**src/rtl/uc_pkg.sv**
```systemverilog
//------------------------------------------------------------------------------
// Module      : uc_pkg
// Description : Shared opcode constants, FSM state type and widths for uc_fsm.
// Revision    : 1.0 - initial release
//------------------------------------------------------------------------------
`default_nettype none

package uc_pkg;

    localparam int ALU_OP_W   = 3;
    localparam int OP_ALU_BIT = 5;

    localparam logic [5:0] OP_NOP    = 6'b000000;
    localparam logic [5:0] OP_J      = 6'b000010;
    localparam logic [5:0] OP_JZ     = 6'b000011;
    localparam logic [5:0] OP_JNZ    = 6'b001000;
    localparam logic [5:0] OP_HALT   = 6'b001111;
    localparam logic [3:0] OP_LI_PFX = 4'b0001;

    typedef enum logic [0:0] {
        RUN  = 1'b0,
        HALT = 1'b1
    } state_t;

endpackage : uc_pkg

`default_nettype wire

```
**src/rtl/uc_decode.sv**
```systemverilog
//------------------------------------------------------------------------------
// Module      : uc_decode
// Description : Combinational opcode/Z decode into datapath control signals.
// Revision    : 1.0 - initial release
//------------------------------------------------------------------------------
`default_nettype none

module uc_decode
    import uc_pkg::*;
(
    input  logic [5:0]          opcode_i,
    input  logic                z_i,
    output logic                s_inc_o,
    output logic                s_inm_o,
    output logic                we3_o,
    output logic                wez_o,
    output logic [ALU_OP_W-1:0] op_o,
    output logic                is_halt_o,
    output logic                is_illegal_o
);

    always_comb begin
        s_inc_o      = 1'b1;
        s_inm_o      = 1'b0;
        we3_o        = 1'b0;
        wez_o        = 1'b0;
        op_o         = '0;
        is_halt_o    = 1'b0;
        is_illegal_o = 1'b0;

        if (opcode_i[OP_ALU_BIT]) begin
            we3_o = 1'b1;
            wez_o = 1'b1;
            op_o  = opcode_i[4:2];
        end else if (opcode_i[5:2] == OP_LI_PFX) begin
            we3_o   = 1'b1;
            s_inm_o = 1'b1;
        end else begin
            case (opcode_i)
                OP_NOP:  s_inc_o = 1'b1;
                OP_J:    s_inc_o = 1'b0;
                OP_JZ:   s_inc_o = ~z_i;
                OP_JNZ:  s_inc_o = z_i;
                OP_HALT: begin
                    // HALT's address field points at itself, so reloading parks the PC
                    s_inc_o   = 1'b0;
                    is_halt_o = 1'b1;
                end
                default: is_illegal_o = 1'b1;
            endcase
        end
    end

endmodule : uc_decode

`default_nettype wire

```
**src/rtl/uc_fsm.sv**
```systemverilog
//------------------------------------------------------------------------------
// Module      : uc_fsm
// Description : Control unit with RUN/HALT state, illegal flag and debug counters.
// Revision    : 1.0 - initial release
//------------------------------------------------------------------------------
`default_nettype none

module uc_fsm
    import uc_pkg::*;
#(
    parameter int CNT_W          = 16,
    parameter bit ILLEGAL_STICKY = 1'b1
) (
    input  logic                clk,
    input  logic                reset,
    input  logic [5:0]          opcode,
    input  logic                z,
    input  logic                resume,
    output logic                s_inc,
    output logic                s_inm,
    output logic                we3,
    output logic                wez,
    output logic [ALU_OP_W-1:0] op,
    output logic                halted,
    output logic                illegal,
    output logic [CNT_W-1:0]    retired,
    output logic [CNT_W-1:0]    halt_cycles
);

    state_t             state_q, state_d;
    logic               illegal_q, illegal_d;
    logic [CNT_W-1:0]   retired_q, retired_d;
    logic [CNT_W-1:0]   halt_cycles_q, halt_cycles_d;

    logic                w_dec_s_inc;
    logic                w_dec_s_inm;
    logic                w_dec_we3;
    logic                w_dec_wez;
    logic [ALU_OP_W-1:0] w_dec_op;
    logic                w_dec_is_halt;
    logic                w_dec_is_illegal;
    logic                w_illegal_set;

    uc_decode u_decode (
        .opcode_i     (opcode),
        .z_i          (z),
        .s_inc_o      (w_dec_s_inc),
        .s_inm_o      (w_dec_s_inm),
        .we3_o        (w_dec_we3),
        .wez_o        (w_dec_wez),
        .op_o         (w_dec_op),
        .is_halt_o    (w_dec_is_halt),
        .is_illegal_o (w_dec_is_illegal)
    );

    always_comb begin
        state_d       = state_q;
        s_inc         = w_dec_s_inc;
        s_inm         = w_dec_s_inm;
        we3           = w_dec_we3;
        wez           = w_dec_wez;
        op            = w_dec_op;
        retired_d     = retired_q;
        halt_cycles_d = halt_cycles_q;

        case (state_q)
            RUN: begin
                if (retired_q != '1) retired_d = retired_q + CNT_W'(1);
                // resume is deliberately ignored here so HALT always lasts one cycle
                if (w_dec_is_halt) state_d = HALT;
            end
            HALT: begin
                s_inc = resume;
                s_inm = 1'b0;
                we3   = 1'b0;
                wez   = 1'b0;
                op    = '0;
                if (halt_cycles_q != '1) halt_cycles_d = halt_cycles_q + CNT_W'(1);
                if (resume) state_d = RUN;
            end
            default: state_d = RUN;
        endcase
    end

    assign w_illegal_set = (state_q == RUN) & w_dec_is_illegal;

    generate
        if (ILLEGAL_STICKY) begin : g_illegal_sticky
            assign illegal_d = illegal_q | w_illegal_set;
        end else begin : g_illegal_pulse
            assign illegal_d = w_illegal_set;
        end
    endgenerate

    always_ff @(posedge clk) begin
        if (reset) begin
            state_q       <= RUN;
            illegal_q     <= 1'b0;
            retired_q     <= '0;
            halt_cycles_q <= '0;
        end else begin
            state_q       <= state_d;
            illegal_q     <= illegal_d;
            retired_q     <= retired_d;
            halt_cycles_q <= halt_cycles_d;
        end
    end

    assign halted      = (state_q == HALT);
    assign illegal     = illegal_q;
    assign retired     = retired_q;
    assign halt_cycles = halt_cycles_q;

endmodule : uc_fsm

`default_nettype wire

```
**config.mk**
```make
export PLATFORM = sky130hd
export DESIGN_NAME = uc_fsm
export DESIGN_NICKNAME = d
export VERILOG_FILES = /design/src/rtl/uc_pkg.sv /design/src/rtl/uc_decode.sv /design/src/rtl/uc_fsm.sv
export SDC_FILE = /design/constraint.sdc
export NUM_CORES = 1
export LEC_CHECK = 0
export ABC_AREA = 1
export ABC_CLOCK_PERIOD_IN_PS = 1400
export CAP_MARGIN = 20
export CORE_MARGIN = 3
export CORE_UTILIZATION = 25
export CTS_BUF_LIST = sky130_fd_sc_hd__clkbuf_8
export DETAILED_ROUTE_END_ITERATION = 8
export PLACE_DENSITY = 0.48
export SLEW_MARGIN = 20
export SYNTH_ARGS = -nofsm -noshare
export SYNTH_HDL_FRONTEND = slang
export SYNTH_SLANG_ARGS = --single-unit
```
**constraint.sdc**
```tcl
create_clock -name clk -period 1.4 [get_ports clk]
set_input_delay 0.35 -clock clk [delete_from_list [all_inputs] [get_ports clk]]
set_output_delay 0.35 -clock clk [all_outputs]
set_load 0.02 [all_outputs]
```
==> run_results.csv <==
group,metric,value,unit
route,routed_via_density,4.499,
yosys,ys_seq_area_frac,0.3206,
global_routing,grt_pass1_wl,11800,um
timing,rsz0062_at_grt,"yes",
cells_and_area,postLayoutCellArea,4146,um^2
job,drv_cap,0,
route,vias,2605,
placement,portBuffers,50,
global_routing,track_usage,0.1494,
die,core,7968,um^2
route,ant_nets,0,
timing,relSlewSlack,0.6817,
clocking,path_clk_slew,0.07,ns
yosys,synthDistinctLibCells,23,
clocking,cts_tree,"done",
timing,fin_crit,1.599,ns
critical_path,cp_data_required_time,1.05,ns
timing,setup_ws,-0.1985,ns
critical_path,crit_arrival,1.25,ns
yosys,syn_inst,339,
die,die_height,98.16,um
global_routing,first_global_vias,2501,
yosys,synth_edf_count,0,
cells_and_area,syn_to_final_growth,95.29,%
clocking,clockBufferDepth,2,
die,die_w,98.16,um
yosys,syn-cell-area,2123,um^2
outcome,status,"finished, violations left",
placement,placedInstanceArea,3253,um^2
timing,final.setup_skew,0.007820,ns
yosys,synthArstFlopShare,0,
critical_path,r2r-end,"retired[1]$_SDFFE_PP0P_",
die,die_area,9635,um^2
yosys,post-synth-top-count-cell,"nand2_1",
timing,post-route-period-util,1.142,
global_routing,gr-total-overflow,0,
clocking,htreeDepth,2,
placement,hpwl,4758,um
timing,fmax,625.6,MHz
hold_path,min_path_type,"reg -> reg",
yosys,ys_ff_latch,34,
critical_path,crit_path_max_fanout,6,
outcome,violations,"setup timing",
critical_path,r2r_setup_slack,-0.05,ns
clocking,insertion_delay,0.29,ns
yosys,synthTopCellsByArea,"dfxtp_1 (32%), nand2_1 (19%), nor2_1 (9.4%)",
route,drt-initial-drc-count,60,
die,start_util,0.2665,
route,route.detailed.drc,0,
clocking,cts_buffers,5,
critical_path,r2r_cells,10,
yosys,syn_avg_cell_area,6.263,um^2
global_routing,antenna_found_initial,0,
route,totalWireLength,7388,um
hold_path,holdPathEnd,"illegal$_SDFF_PP0_",
timing,maxSlewViolCount,0,
die,row_count,32,
timing,tightest_slew,0.4769,ns
yosys,synthTopCellsByCount,"nand2_1 (110), nor2_1 (53), dfxtp_1 (34)",
yosys,synth_top_cell_by_area,"dfxtp_1",
pwr,power_density,495.3,nW/um^2
pwr,ir_drop,0.0003657,V
yosys,syn_nets,351,
critical_path,path_class,"in -> out",
route,drtPass1Iterations,4,
yosys,synth_top_area_frac,0.3206,
critical_path,r2r-start,"retired[1]$_SDFFE_PP0P_",
pwr,p_leak,0.001821,uW
hold_path,hold_path_depth,2,
yosys,yosysWarnings,0,
timing,finalSetupViolCount,6,
cells_and_area,num-fill-cells,780,
cells_and_area,n_antenna_cell,0,
clocking,postCtsHoldBufs,0,
cells_and_area,drive_above_1_share,0.5765,
critical_path,startpoint_type,"input port",
timing,hold_violations,0,
die,ios,51,
critical_path,critPathCaptureType,"output pin",
timing,timing.hold.ws,0.4589,ns
cells_and_area,fin_nets,488,
route,routedWlPerCell,12.76,um
global_routing,grt_max_degree,16,
clocking,clock-sinks,34,
placement,routabilityCongestion,0.7861,
yosys,synth_ff_type,"dfxtp_1",
clocking,cts_root_buf,"clkbuf_8",
hold_path,hp-start,"illegal$_SDFF_PP0_",
registers in the layout (all words and copies together), names as in the netlist:
name and count:
halted 1, retired 16, illegal 1, halt_cycles 16
repair_timing:
item | CTS | global route
resized for setup | 197 | 123
setup buffers | 30 | 7
pin swaps | 31 | 57
cloned | 2 | 0
endpoints found under the setup margin | 69 | 47
worst max-delay path by stage:
| stage | startpoint | end | slack (ns) | depth (start not counted) |
|---|---|---|---|---|
| final | opcode[4] | s_inc | -0.20 | 8 |
| after CTS | opcode[5] | s_inc | -0.15 | 8 |
| after global placement | opcode[5] | s_inc | -0.94 | 7 |
| after floorplan | retired[0]$_SDFFE_PP0P_ | retired[14]$_SDFFE_PP0P_ | 0.0002 | 10 |
| after global routing | opcode[4] | s_inc | -0.26 | 8 |
| after detailed placement | opcode[2] | s_inc | -0.97 | 7 |
routing by layer:
metal,vias up,part of all wire,GRT usage
li1,1348,-,-
met1,1205,0.44,0.1855
met2,45,0.51,0.2565
met3,7,0.038,0.03071
met4,0,0.015,0.05147
met5,-,0,0
placed cells by master, fill, tap and decap left out, types with 2 or more instances in the layout:
cell type / Yosys / routed
xnor2_1: 4 / 2
dlygate4sd2_1: 0 / 15
inv_4: 0 / 3
clkbuf_2: 0 / 2
o21ai_0: 5 / 2
dfxtp_1: 34 / 9
clkdlybuf4s15_1: 0 / 10
xnor2_2: 0 / 2
nand2_4: 0 / 15
a21oi_1: 19 / 2
nand2_1: 110 / 74
nand2_2: 6 / 25
dfxtp_2: 0 / 17
inv_1: 31 / 24
clkbuf_8: 0 / 6
nand3_4: 0 / 2
nand2_8: 0 / 3
nor2_1: 53 / 30
nand4_1: 12 / 12
buf_6: 3 / 27
nor2_4: 2 / 21
dfxtp_4: 0 / 8
a21oi_2: 5 / 22
buf_2: 0 / 3
xor2_1: 8 / 6
clkdlybuf4s50_1: 0 / 2
inv_2: 1 / 7
buf_4: 0 / 69
xor2_2: 0 / 2
buf_8: 0 / 3
ha_4: 0 / 2
o21ai_2: 0 / 2
nand3_2: 0 / 14
nand3_1: 26 / 10
nor2_2: 9 / 13
clkdlybuf4s15_2: 0 / 4
metrics by stage:
step	utilization	power [uW]	TNS, ns	std cells	worst slack (ns)
6_report	0.5204	2054	-0.5745	579	-0.1985
5_1_grt	0.5204	2139	-2.164	579	-0.2611
3_5_place_dp	0.4083	1245	-7.850	543	-0.9725
4_1_cts	0.4733	2061	-0.4319	579	-0.1516
3_3_place_gp	0.4083	1244	-7.387	543	-0.9431
2_1_floorplan	-	1112	0	339	0.0001638
cell families (layout without fill, tap and decap cells):
group / Yosys count / count (layout) / share of synthesized area
buffers and inverters: 40 / 177 / 0.08190
XOR/XNOR: 12 / 12 / 0.04950
AO/OA/AOI/OAI: 31 / 31 / 0.08839
AND/OR/NAND/NOR: 219 / 220 / 0.4431
adder cells (fa/ha/maj): 2 / 2 / 0.01178
flip-flops: 34 / 34 / 0.3206
multiplexers: 1 / 1 / 0.004714
cell type report:
type                            count  area, um^2  area share
Inverter                           33       131.4     0.03168
Tap cell                          102       127.6     0.03078
Clock inverter                      2       8.758    0.002112
Multi-Input combinational cell    266        1856      0.4475
Timing Repair Buffer              136        1209      0.2915
Sequential cell                    34       732.0      0.1765
Clock buffer                        6       82.58     0.01992
power by group:
part	internal, uW	switching, uW	total (uW)
Sequential	967	15.6	983
Clock	390	377	767
Combinational	148	157	304
critical path, cell delays in order:
cell	delay, ns
buf_6	0.10
nor2_4	0.17
nand3_2	0.14
nand2_2	0.09
nor2_1	0.05
o21ai_1	0.11
nand2_1	0.09
buf_6	0.14
No activity file was read; power rests on OpenSTA's default activity.
